### config.mk
export PLATFORM = sky130hd
export DESIGN_NAME = cdb_arbiter
export DESIGN_NICKNAME = d
export VERILOG_FILES = /design/src/rtl/cdb_arbiter.sv
export SDC_FILE = /design/constraint.sdc
export NUM_CORES = 1
export LEC_CHECK = 0
export BUFFER_PORTS_ARGS = -buffer_cell sky130_fd_sc_hd__buf_2
export CAP_MARGIN = 20
export CORE_MARGIN = 1.5
export CORE_UTILIZATION = 45
export DETAILED_ROUTE_END_ITERATION = 10
export PLACE_DENSITY = 0.66
export SYNTH_ARGS = -nofsm -noshare
export SYNTH_HDL_FRONTEND = slang
export SYNTH_SLANG_ARGS = --single-unit
### constraint.sdc
create_clock -name clk_in -period 9.3 [get_ports clk_in]
set_input_delay 1.86 -clock clk_in [delete_from_list [all_inputs] [get_ports clk_in]]
set_output_delay 1.86 -clock clk_in [all_outputs]
set_load 0.1 [all_outputs]
### src/rtl/cdb_arbiter.sv
// rtl/cdb_arbiter.sv - two-source FIFO-buffered round-robin arbiter for the common data bus.
// ALU is source 0, LSB is source 1; one registered CDB beat per popped entry.
module cdb_arbiter #(
  parameter int ROB_W = 4,
  parameter int DEPTH = 2
) (
  input  logic             clk_in,
  input  logic             rst_in,
  input  logic             rdy_in,
  input  logic             flush_in,
  input  logic             alu_valid,
  input  logic [ROB_W-1:0] alu_rob_id,
  input  logic [31:0]      alu_val,
  output logic             alu_ready,
  input  logic             lsb_valid,
  input  logic [ROB_W-1:0] lsb_rob_id,
  input  logic [31:0]      lsb_val,
  output logic             lsb_ready,
  output logic             cdb_valid,
  output logic [ROB_W-1:0] cdb_rob_id,
  output logic [31:0]      cdb_val,
  output logic             cdb_src
);

  localparam int AW = $clog2(DEPTH);
  localparam int CW = $clog2(DEPTH) + 1;
  localparam int EW = ROB_W + 32;

  logic [1:0]    w_in_valid;
  logic [1:0]    w_ready;
  logic [1:0]    w_has;
  logic [1:0]    w_push;
  logic [1:0]    w_pop;
  logic [EW-1:0] w_in_data [2];
  logic [EW-1:0] w_head    [2];
  logic          w_grant_alu;
  logic          w_grant_lsb;
  logic          r_last_lsb;

  assign w_in_valid   = {lsb_valid, alu_valid};
  assign w_in_data[0] = {alu_rob_id, alu_val};
  assign w_in_data[1] = {lsb_rob_id, lsb_val};
  assign alu_ready    = w_ready[0];
  assign lsb_ready    = w_ready[1];

  for (genvar s = 0; s < 2; s++) begin : g_src
    logic [EW-1:0] r_mem [DEPTH];
    logic [AW-1:0] r_wp;
    logic [AW-1:0] r_rp;
    logic [CW-1:0] r_cnt;

    // Ready comes from the registered count only, so a full FIFO never takes a pass-through push.
    assign w_ready[s] = r_cnt < CW'(DEPTH);
    assign w_has[s]   = r_cnt != '0;
    assign w_push[s]  = w_in_valid[s] & w_ready[s] & rdy_in & ~flush_in;
    assign w_head[s]  = r_mem[r_rp];

    always_ff @(posedge clk_in or negedge rst_in) begin
      if (!rst_in) begin
        r_wp  <= '0;
        r_rp  <= '0;
        r_cnt <= '0;
      end else if (rdy_in) begin
        if (flush_in) begin
          r_wp  <= '0;
          r_rp  <= '0;
          r_cnt <= '0;
        end else begin
          if (w_push[s]) r_wp <= r_wp + AW'(1);
          if (w_pop[s])  r_rp <= r_rp + AW'(1);
          case ({w_push[s], w_pop[s]})
            2'b10:   r_cnt <= r_cnt + CW'(1);
            2'b01:   r_cnt <= r_cnt - CW'(1);
            default: r_cnt <= r_cnt;
          endcase
        end
      end
    end

    always_ff @(posedge clk_in) begin
      if (w_push[s]) r_mem[r_wp] <= w_in_data[s];
    end
  end

  // Grant depends on FIFO contents only; ties go to the source not granted last.
  assign w_grant_alu = w_has[0] & (~w_has[1] | r_last_lsb);
  assign w_grant_lsb = w_has[1] & ~w_grant_alu;
  assign w_pop       = {w_grant_lsb, w_grant_alu} & {2{rdy_in & ~flush_in}};

  always_ff @(posedge clk_in or negedge rst_in) begin
    if (!rst_in) begin
      cdb_valid  <= 1'b0;
      cdb_rob_id <= '0;
      cdb_val    <= '0;
      cdb_src    <= 1'b0;
      r_last_lsb <= 1'b1;
    end else if (rdy_in) begin
      if (flush_in) begin
        cdb_valid  <= 1'b0;
        r_last_lsb <= 1'b1;
      end else if (w_grant_alu) begin
        cdb_valid             <= 1'b1;
        {cdb_rob_id, cdb_val} <= w_head[0];
        cdb_src               <= 1'b0;
        r_last_lsb            <= 1'b0;
      end else if (w_grant_lsb) begin
        cdb_valid             <= 1'b1;
        {cdb_rob_id, cdb_val} <= w_head[1];
        cdb_src               <= 1'b1;
        r_last_lsb            <= 1'b1;
      end else begin
        cdb_valid <= 1'b0;
      end
    end
  end

endmodule

After elaboration in Yosys (flattened, before gate mapping)
Memories as Yosys holds them, arrays and structs flattened.
Index checks and enable logic that the tools add are counted.

storage, ports and cells
  register bits after elaboration = 47
  memory bits (writable) = 144
  memories = 2

memories
  name            words  bits a word  rd ports  clocked after memory_dff  wr ports  line  RTL
  g_src[0].r_mem  2      36           1         0                         1         47    logic [EW-1:0] r_mem [DEPTH];
  g_src[1].r_mem  2      36           1         0                         1         47

cells by class
  add/subtract/negate cells = 8
  order comparisons = 2
  eq/ne operators = 4
  muxes and demuxes = 26
  bitwise operators = 14
  reductions and logical operators = 18

operators with widths
  cell                                                 number
  two-way mux 32 bit                                   2
  two-way mux 1 bit                                    18
  AND reduction 2 bit                                  7
  nonzero test 2 bit                                   7
  bitwise AND 1 bit                                    9
  nonzero test 3 bit                                   3
  two-way mux 4 bit                                    2
  one-hot mux 2 bit (2 select lines)                   2
  adder 1 bit, second input constant                   4
  adder 2 x 1 -> 2 bit, second input constant          2
  equality test 2 x 1 -> 1 bit, second input constant  2
  equality test 2 bit, second input constant           2
  < comparator 2 bit, second input constant            2
  two-way mux 2 bit                                    2
  subtractor 2 x 1 -> 2 bit, second input constant     2
  inverter 1 bit                                       3
  AND reduction 3 bit                                  1
  bitwise AND 2 bit                                    1
  OR 1 bit                                             1

Longest topological paths before layout
Gate-level depths: netlist (run 1).

  depth after elaboration = 10
  gate-level depth with buffers = 6
  mapped depth without buffers = 4

Worst setup path before layout (run 1)
Ideal clock, no wire load.

  path kind = input -> register
  start point = in flush_in
  end point = mem g_src[1].r_mem[0][0] (netlist bit) (enable)
  library setup time = 0.474 ns
  data arrival time = 4.621 ns
  path slack = 4.205 ns
  stages = 2
  cells stage by stage = nand2b_1 > nor3_1

between the ends
  cells in the longest elaborated chain, start to end = 4

RTL lines
  what                                     line  RTL
  start: declaration                       10    input logic flush_in,
  inverter 1 bit (no line)                 -
  bitwise AND 1 bit                        55    assign w_push[s] = w_in_valid[s] & w_ready[s] & rdy_in & ~flush_in;
  two-way mux 1 bit                        81    if (w_push[s]) r_mem[r_wp] <= w_in_data[s];
  two-way mux 1 bit (implied by the code)  81
  end: declaration                         47

Every way passes these cells.

Worst setup path after layout (run 1)
  start point = reg g_src[0].r_cnt[1]
  end point = out alu_ready

between the ends
  cells in the longest elaborated chain, start to end = 1

RTL lines
  what                      line  RTL
  start: declaration        50    logic [CW-1:0] r_cnt;
  start signal: assignment  72    2'b10: r_cnt <= r_cnt + CW'(1);
  start signal: assignment  73    2'b01: r_cnt <= r_cnt - CW'(1);
  start signal: assignment  74    default: r_cnt <= r_cnt;
  < comparator 2 bit        53    assign w_ready[s] = r_cnt < CW'(DEPTH);
  end: declaration          14    output logic alu_ready,

Every way passes these cells.

==> metrics.cfg, run 1 <==
[setup_path]
worst_ep_arrival_time_ps = 1560
cp_top_family = buffers and inverters
path_class = reg2out
end_kind = primary output
cpPeakStageDelay_ps = 500
required_ps = 7440
cp_cell_sequence = inv_1 -> buf_2
worstPathMaxFanout = 9
crit_buf_inv = 2
startpoint_type = flip-flop
slowest_stage = dfrtp_1

[route]
via_per_inst = 5.22
drc = 0
totalWireLength_mm = 15.0
dr_total_vias = 4276
antenna_left = 0
avgRoutedWirePerCell_um = 18.3
drt_first_iter_violations = 307
drtPass1Iterations = 4

[layout]
areaGrowthSynthToFinish_pct = 19.2
layout-drive-gt1-share_pct = 29.7
fin_nets = 667

[sta]
period_needed_ps = 3420
fin_skew_ps = 7.16
drv_slew = 0
setup_viol = 0
hold_viol = 0
rsz0062_at_grt = no
max_freq_mhz = 293
tightestPinTransition_ps = 1070
min_period_over_period_pct = 36.8
fin_setup_tns_ps = 0
slew_headroom_pct = 28.6

[floorplanning]
chipWidth_um = 131
dieArea_um2 = 17200
ios = 118
die_height_um = 131
initial_core_util_pct = 46.3
rows = 46
core-area_um2 = 15900

[power]
clkPwrFrac_pct = 23.5
p_sw_share_pct = 42.9
power_frac_seq_pct = 37.6
cellLeakagePower_nw = 3.24
p_comb_share_pct = 38.9
p_int_mw = 1.72
vdd_drop_max_mv = 0.173
power_density_nw_per_um2 = 342
total_power_mw = 3.01
switching_power_mw = 1.29

[logic_synthesis]
ys_ff_latch = 191
yosys_warnings = 0
syn-mean-instance-area_um2 = 15.6
synthTopCellsByArea = edfxtp_1, dfrtp_1, a211oi_1
synth_area_um2 = 7370
synth_edf_count = 144
ys.flop_type = edfxtp_1
yosysTopAreaCellShare_pct = 58.6
synthArstFlopShare_pct = 24.6
postSynthNetCount = 550
synth_top_cell_by_area = edfxtp_1
synth_cell_types = 36
synth_seq_area_share_pct = 74.6
netlist_instances = 472

[placement]
dp_hpwl_mm = 9.37
portBuffers = 117
place.gp.congestion = 0.785

[cts]
cts_hold_buf = 0
clk_path_buf_depth = 2
clk_latency_ps = 420
post_cts_resized = 0
clkSlewWorstSetupHoldPaths_ps = 60
cts_root_buf = clkbuf_16
post-cts-setup-buffers = 0
cts_tree = yes
cts_buffers = 17
h-tree-depth = 4
clock_sinks = 191

[global_route]
globalRoute.totalOverflow = 0
grt_pass1_vias = 4319
grt_pass1_wl_mm = 22.9
grt_antenna_before_repair = 1
grt_max_degree = 62
grt_usage_pct = 18.4

[flow_run]
cap_violations = 0

[status]
outcome = finished, final reports clean

[hold_path]
hp-class = reg2reg

==> power groups by stage <==
| stage | Sequential (mW) | Clock, mW | Combinational [mW] |
|---|---|---|---|
| 2_1_floorplan | 1.66 | 0 | 0.432 |
| 3_3_place_gp | 1.17 | 0 | 1.12 |
| 3_5_place_dp | 1.18 | 0 | 1.14 |
| 4_1_cts | 1.16 | 0.721 | 1.14 |
| 5_1_grt | 1.15 | 0.752 | 1.24 |
| 6_report | 1.13 | 0.706 | 1.17 |
==> per-layer routing <==
metal | up-vias | global-route usage [%] | part of all wire [%]
li1 | 2049 | - | -
met1 | 2087 | 24.2 | 44
met2 | 120 | 29.8 | 49
met3 | 20 | 4.44 | 4.9
met4 | 0 | 7.24 | 1.9
met5 | - | 0 | 0
==> per-stage QoR <==
stage | area, um^2 | instances | utilization, % | hold WS (ps) | setup WS [ps]
2_1_floorplan | 7370 | 472 | - | 514 | 4210
3_3_place_gp | 8170 | 783 | 51.2 | 457 | 5190
3_5_place_dp | 8170 | 783 | 51.2 | 461 | 5080
4_1_cts | 8750 | 815 | 54.9 | 475 | 5530
5_1_grt | 8790 | 818 | 55.1 | 495 | 5800
6_report | 8790 | 819 | 55.1 | 471 | 5880
==> layout make-up <==
cell class / instances / area, um^2
well taps: 216 / 270
clock inverters: 6 / 86.3
fillers: 1330 / 7150
repair buffers: 128 / 688
diodes: 1 / 2.50
flip-flops and latches: 191 / 5500
inverters: 6 / 22.5
multi-input cells: 245 / 1730
clock buffers: 26 / 489
==> state kept, by name (all words and copies together), names as in the netlist <==
| name | cells |
|---|---|
| cdb_val | 32 |
| g_src.r_wp | 2 |
| g_src.r_mem | 144 |
| r_last_lsb | 1 |
| cdb_valid | 1 |
| g_src.r_cnt | 4 |
| cdb_rob_id | 4 |
| cdb_src | 1 |
| g_src.r_rp | 2 |
==> final timing paths <==
path | startpoint | end | slack (ps) | depth (start not counted)
max | g_src[0].r_cnt[1]$_DFFE_PN0P_ | alu_ready | 5880 | 2
min | cdb_val[19]$_DFFE_PN0P_ | cdb_val[19]$_DFFE_PN0P_ | 470 | 2
max reg2reg | g_src[0].r_cnt[1]$_DFFE_PN0P_ | g_src[0].r_mem[0][14]$_DFFE_PP_ | 7050 | 4
min reg2reg | cdb_val[19]$_DFFE_PN0P_ | cdb_val[19]$_DFFE_PN0P_ | 470 | 2
max in group asynchronous | rst_in | g_src[1].r_rp$_DFFE_PN0P_ | 7250 | 2
min in group asynchronous | rst_in | cdb_rob_id[2]$_DFFE_PN0P_ | 1570 | 2
==> worst register-to-register path, cell delays in order, from the launching register on <==
cell      delay, ps
dfrtp_1         500
nand2b_1        330
nor3_2          500
buf_6           240
buf_4           340
==> cell usage in the layout, fill, tap and decap left out, types with 3 or more instances in the layout <==
master	instances
nor3_2	4
dfrtp_1	44
a21oi_1	6
edfxtp_1	144
o21a_1	3
clkbuf_1	6
a221o_1	13
clkinvlp_4	3
nor2_1	16
nor2b_1	46
nand2_1	26
mux2i_1	13
clkbuf_16	17
buf_4	8
o31ai_1	24
inv_1	6
clkbuf_8	3
a211oi_1	46
o21ai_0	7
mux2_2	14
buf_2	117
o22ai_1	3
nand2b_1	5
==> cells in the mapped netlist, types with 2 or more instances <==
library cell	n
o21a_1	3
dfrtp_1	46
clkbuf_1	10
o22ai_1	3
a221oi_1	2
o21ai_0	7
inv_1	6
nand2_1	26
or3_1	2
a221o_1	13
mux2i_1	13
buf_4	2
buf_2	18
nor3_1	6
nor2b_1	46
mux2_2	14
nor2_1	16
a211oi_1	46
o31ai_1	24
a21oi_1	6
edfxtp_1	144
nand2b_1	5
==> kinds of logic (layout without fill, tap and decap cells) <==
logic type | after synthesis | in the layout | synth area share, %
simple gates | 106 | 106 | 7.58
flops | 191 | 191 | 74.6
buf+inv | 36 | 166 | 2.24
other cells | 0 | 1 | 0
compound gates | 111 | 111 | 11.6
xor+xnor | 1 | 1 | 0.119
mux | 27 | 27 | 3.90
No activity file was read; power rests on OpenSTA's default activity.
==> inputs of run 2 (changes only) <==
- PLACE_DENSITY: 0.66 -> 0.68
- clock period: 9.3 -> 3.1 ns (I/O delays scaled with it)
==> run 2 against run 1 <==
Net effect:
- critical path depth did not move
- final area up 0.17%
- critical path type unchanged
- routed wire length down 1.2%
- clock skew grew 1.3 ps
- register-to-register slack worse by 6100 ps
- worst hold slack worse by 260 ps
- flip-flop and latch count is the same
- sequential power grew to 3.1 times the previous value
- largest cell class unchanged
- highest routed layer unchanged
- worst setup slack lost 4900 ps
- sequential share of layout area shrank 0.11 points
- critical endpoint unchanged
- non-clock buffer count grew 2
- combinational power rose to 3.0 times the previous value
==> metrics.cfg, run 2 (synthesis results as in run 1) <==
[global_route]
grt_antenna_before_repair = 0
globalRoute.totalOverflow = 0
grt_usage_pct = 18.2
grt_pass1_wl_mm = 22.7
grt_pass1_vias = 4477
grt_max_degree = 48

[route]
drt_first_iter_violations = 363
via_per_inst = 5.29
dr_total_vias = 4337
avgRoutedWirePerCell_um = 18.0
antenna_left = 0
drtPass1Iterations = 4
totalWireLength_mm = 14.8
drc = 0

[sta]
slew_headroom_pct = 52.1
fin_skew_ps = 8.48
period_needed_ps = 2160
min_period_over_period_pct = 69.6
setup_viol = 0
drv_slew = 0
max_freq_mhz = 464
holdWs_ps = 211
rsz0062_at_grt = no
worst_slack_ps = 944
tightestPinTransition_ps = 719
hold_viol = 0

[layout]
layout_commonest_cell = edfxtp_1
final.fill_count = 1300
final_area_um2 = 8810
layout_common_cells = edfxtp_1, buf_2, nor2b_1, a211oi_1, dfrtp_1
layout-drive-gt1-share_pct = 30.6
final_util_pct = 55.2
areaGrowthSynthToFinish_pct = 19.4
reg.largest.list = g_src.r_mem: 144 flops, cdb_val: 32 flops
antenna_cells = 0
largest_register_ffs = 144
fin_nets = 669
largest-register = g_src.r_mem

[cts]
clock_sinks = 191
cts_root_buf = clkbuf_16
clk_latency_ps = 420
cts_buffers = 17
h-tree-depth = 4
post-cts-setup-buffers = 0
clk_path_buf_depth = 2
post_cts_resized = 0
cts_tree = yes
cts_hold_buf = 0
clkSlewWorstSetupHoldPaths_ps = 70

[power]
clkPwrFrac_pct = 23.5
cellLeakagePower_nw = 3.28
p_sw_share_pct = 43.1
p_int_mw = 5.15
power_density_nw_per_um2 = 1030
p_comb_share_pct = 38.2
switching_power_mw = 3.90
vdd_drop_max_mv = 0.526
power_frac_seq_pct = 38.3

[placement]
pre_cts_ws_ps = 961
dp_hpwl_mm = 9.85
placement.cell_area_um2 = 8200
place.gp.congestion = 0.771
portBuffers = 117

[setup_path]
worst_ep_arrival_time_ps = 1540
required_ps = 2480
path_class = reg2out
worstPathMaxFanout = 9
rr_worst_depth = 5
end_kind = primary output
startpoint_type = flip-flop

[floorplanning]
initial_core_util_pct = 46.3
rows = 46
ios = 118
chipWidth_um = 131
dieArea_um2 = 17200
core-area_um2 = 15900
die_height_um = 131

[hold_path]
hp-class = in2async

[flow_run]
cap_violations = 0

[status]
outcome = finished, final reports clean

## run 2: cell count changes in the layout (fill, tap and decap cells not counted)
| cell | previous run | this run |
|---|---|---|
| clkinv_1 | 1 | 2 |
| clkinv_4 | 0 | 1 |
| buf_16 | 0 | 1 |
| clkinvlp_4 | 3 | 1 |
| clkbuf_8 | 3 | 0 |
| clkinv_2 | 0 | 7 |
| buf_4 | 8 | 12 |
| diode_2 | 1 | 0 |
| bufinv_16 | 2 | 3 |
| buf_6 | 2 | 0 |
| buf_12 | 1 | 0 |
| clkbuf_1 | 6 | 1 |
## run 2: power by group through the flow
stage | Combinational [mW] | Sequential, mW | Clock, mW
2_1_floorplan | 1.30 | 4.99 | 0
3_3_place_gp | 3.40 | 3.51 | 0
4_1_cts | 3.48 | 3.47 | 2.17
6_report | 3.46 | 3.46 | 2.13
5_1_grt | 3.66 | 3.52 | 2.26
3_5_place_dp | 3.47 | 3.52 | 0
## run 2: layer usage
| metal | global-route usage [%] | routed length (um) | part of all wire [%] |
|---|---|---|---|
| met5 | 0 | 0 | 0 |
| met4 | 8.34 | 284 | 1.9 |
| met3 | 3.66 | 662 | 4.5 |
| met2 | 30.3 | 7410 | 50 |
| met1 | 23.1 | 6410 | 43 |
## run 2: layout make-up
cell class                      count  area, um^2  share of cell area [%]
Tap cell                          216         270                    3.07
Clock buffer                       18         429                    4.87
Multi-Input combinational cell    245        1730                    19.6
Timing Repair Buffer              130         703                    7.99
Sequential cell                   191        5500                    62.5
Clock inverter                     14         149                    1.69
Inverter                            6        22.5                   0.256
## run 2: per-stage QoR
stage          instances  power, mW  TNS (ps)
2_1_floorplan        472       6.29   -108710
3_3_place_gp         787       6.91         0
3_5_place_dp         787       6.99         0
4_1_cts              819       9.12         0
5_1_grt              820       9.44         0
6_report             820       9.06         0
## run 2: worst paths after layout
kind,startpoint,endpoint,slack [ps]
setup / recovery,g_src[0].r_cnt[1]$_DFFE_PN0P_,alu_ready,940
max in group asynchronous,rst_in,r_last_lsb$_DFFE_PN1P_,2270
hold reg to reg,cdb_val[7]$_DFFE_PN0P_,cdb_val[7]$_DFFE_PN0P_,470
setup reg to reg,g_src[1].r_cnt[1]$_DFFE_PN0P_,cdb_val[11]$_DFFE_PN0P_,1000
hold / removal,rst_in,cdb_rob_id[1]$_DFFE_PN0P_,210
min in group clk_in,alu_rob_id[0],g_src[0].r_mem[1][32]$_DFFE_PP_,380
## run 2: critical path: stages (launching register included)
cell	delay, ps
dfrtp_1	510
inv_1	160
buf_2	450
==> inputs of run 3 (changes only) <==
- ABC_AREA: not set -> 1
- PLACE_DENSITY: 0.68 -> 0.66
- clock period: 3.1 -> 2.2 ns (I/O delays scaled with it)
==> run 3 against run 2 <==
Net effect:
- routed wire length rose by 5.2%
- flip-flop and latch count did not move
- clock-buffer cell count grew 2
- largest cell class unchanged
==> metrics.cfg, run 3 <==
[status]
outcome = finished, final reports clean

[logic_synthesis]
synth_area_um2 = 7430
yosysTopAreaCellShare_pct = 58.2
synth_cell_types = 27
yosys_warnings = 0
netlist_instances = 545
synth_common_cells = nand2_1, edfxtp_1, nand3_1
synth_edf_count = 144
postSynthNetCount = 623
yosys.cell_count.top_type = nand2_1
synthArstFlopShare_pct = 24.6
synth_seq_area_share_pct = 74.0
ys.flop_type = edfxtp_1
syn-mean-instance-area_um2 = 13.6
synth_top_cell_by_area = edfxtp_1
ys_ff_latch = 191
synthTopCellsByArea = edfxtp_1, dfrtp_1, nand2_1

[power]
total_power_mw = 13.2
power_density_nw_per_um2 = 1480
switching_power_mw = 5.77
p_int_mw = 7.38
cellLeakagePower_nw = 3.65
p_comb_share_pct = 40.3
p_sw_share_pct = 43.9
power_frac_seq_pct = 36.5
vdd_drop_max_mv = 0.783
clkPwrFrac_pct = 23.2

[sta]
drv_slew = 0
tightestPinTransition_ps = 867
min_period_over_period_pct = 83.4
holdWs_ps = 117
fin_skew_ps = 4.62
setup_viol = 0
period_needed_ps = 1840
max_freq_mhz = 545
hold_viol = 0
fin_setup_tns_ps = 0
slew_headroom_pct = 42.2
rsz0062_at_grt = no

[setup_path]
path_class = reg2out
required_ps = 1760
worst_ep_arrival_time_ps = 1400
worstPathMaxFanout = 4
end_kind = primary output
startpoint_type = flip-flop

[cts]
h-tree-depth = 4
post-cts-setup-buffers = 0
clk_latency_ps = 430
cts_hold_buf = 0
post_cts_resized = 0
clk_path_buf_depth = 2
clock_sinks = 191
cts_root_buf = clkbuf_16
clkSlewWorstSetupHoldPaths_ps = 60
cts_tree = yes
cts_buffers = 17

[layout]
reg.largest.list = g_src.r_mem: 144 flops, cdb_val: 32 flops
final.fill_count = 1380
fin_nets = 749
layout-drive-gt1-share_pct = 28.5
antenna_cells = 0
layout_common_cells = nand2_1, edfxtp_1, buf_2, nand3_1, dfrtp_1
fin_cells = 900
largest_register_ffs = 144
largest-register = g_src.r_mem
layout_commonest_cell = nand2_1
final_util_pct = 55.6
areaGrowthSynthToFinish_pct = 19.8

[route]
drtPass1Iterations = 4
dr_total_vias = 4530
totalWireLength_mm = 15.5
drt_first_iter_violations = 257
antenna_left = 0
drc = 0
avgRoutedWirePerCell_um = 17.3
via_per_inst = 5.03

[global_route]
grt_antenna_before_repair = 0
grt_max_degree = 38
grt_usage_pct = 19.0
grt_pass1_wl_mm = 25.2
grt_pass1_vias = 4794
globalRoute.totalOverflow = 0

[hold_path]
hp-class = in2async

[flow_run]
cap_violations = 0

[placement]
portBuffers = 117
dp.cells = 868
dp_hpwl_mm = 10.3
place.gp.congestion = 0.803

[floorplanning]
dieArea_um2 = 17300
initial_core_util_pct = 46.4
ios = 118
die_height_um = 132
chipWidth_um = 132
rows = 46
core-area_um2 = 16000

[run 3: cell types whose count changed in the layout (fill, tap and decap cells not counted), sizes merged, moves of 6 or more]
cell	previous run	this run
a211oi	46	0
a221o	13	0
inv	6	18
mux2i	13	36
nand2	26	176
nand3	1	54
nor2	17	9
nor2b	46	0
nor3	6	0
o211ai	1	15
o31ai	25	0
[run 3: power groups by stage]
stage                     sequential (mW)  clock [mW]  combinational, mW
final                                4.80        3.05               5.30
after global routing                 4.87        3.26               5.62
after CTS                            4.81        3.12               5.35
after detailed placement             4.87           0               5.34
after global placement               4.87           0               5.25
after floorplan                      7.11           0               2.01
[run 3: worst max-delay path, stage by stage (launching register included)]
cell     delay [ps]
dfrtp_1         410
inv_2           100
buf_2           450
[run 3: path summary, 6_finish.rpt]
kind                                               start                              end  slack, ps  cells after the start
setup / recovery           g_src[1].r_cnt[1]$_DFFE_PN0P_                        lsb_ready        360                      2
hold / removal                                    rst_in          cdb_val[11]$_DFFE_PN0P_        120                      1
setup reg to reg                  r_last_lsb$_DFFE_PN1P_           cdb_val[3]$_DFFE_PN0P_        430                      8
hold reg to reg                   cdb_val[9]$_DFFE_PN0P_           cdb_val[9]$_DFFE_PN0P_        480                      2
max in group asynchronous                         rst_in        g_src[0].r_rp$_DFFE_PN0P_       1480                      1
min in group clk_in                          alu_val[10]  g_src[0].r_mem[1][10]$_DFFE_PP_        200                      1
[run 3: through the flow]
stage               cell area [um^2]  worst slack (ps)
floorplan                       7450              -286
global placement                8310               499
detailed placement              8310               405
CTS                             8900               349
global route                    8900               293
finish                          8900               364
[run 3: routing by layer]
layer  track usage (%)  vias to the layer above  share of wire (%)
li1                  -                     2167                  -
met1              23.7                     2205                 42
met2              32.1                      133                 51
met3              4.32                       25                5.5
met4              7.96                        0                1.7
met5                 0                        -                  0
[run 3: final cells by class]
type	count	area [um^2]	area share [%]
clock buffer	20	447	5.02
clock inverter	12	143	1.60
inverter	18	67.6	0.759
multi-input combinational	313	1720	19.4
sequential	191	5500	61.8
tap	216	270	3.04
timing repair buffer	130	746	8.38
[run 3: kinds of logic (layout without fill, tap and decap cells)]
family          Yosys count  after routing  share of synthesized area [%]
simple gates            242            242                           13.8
flops                   191            191                           74.0
mux                      49             49                           6.82
buf+inv                  41            180                           3.17
compound gates           21             21                           2.05
xor+xnor                  1              1                          0.118
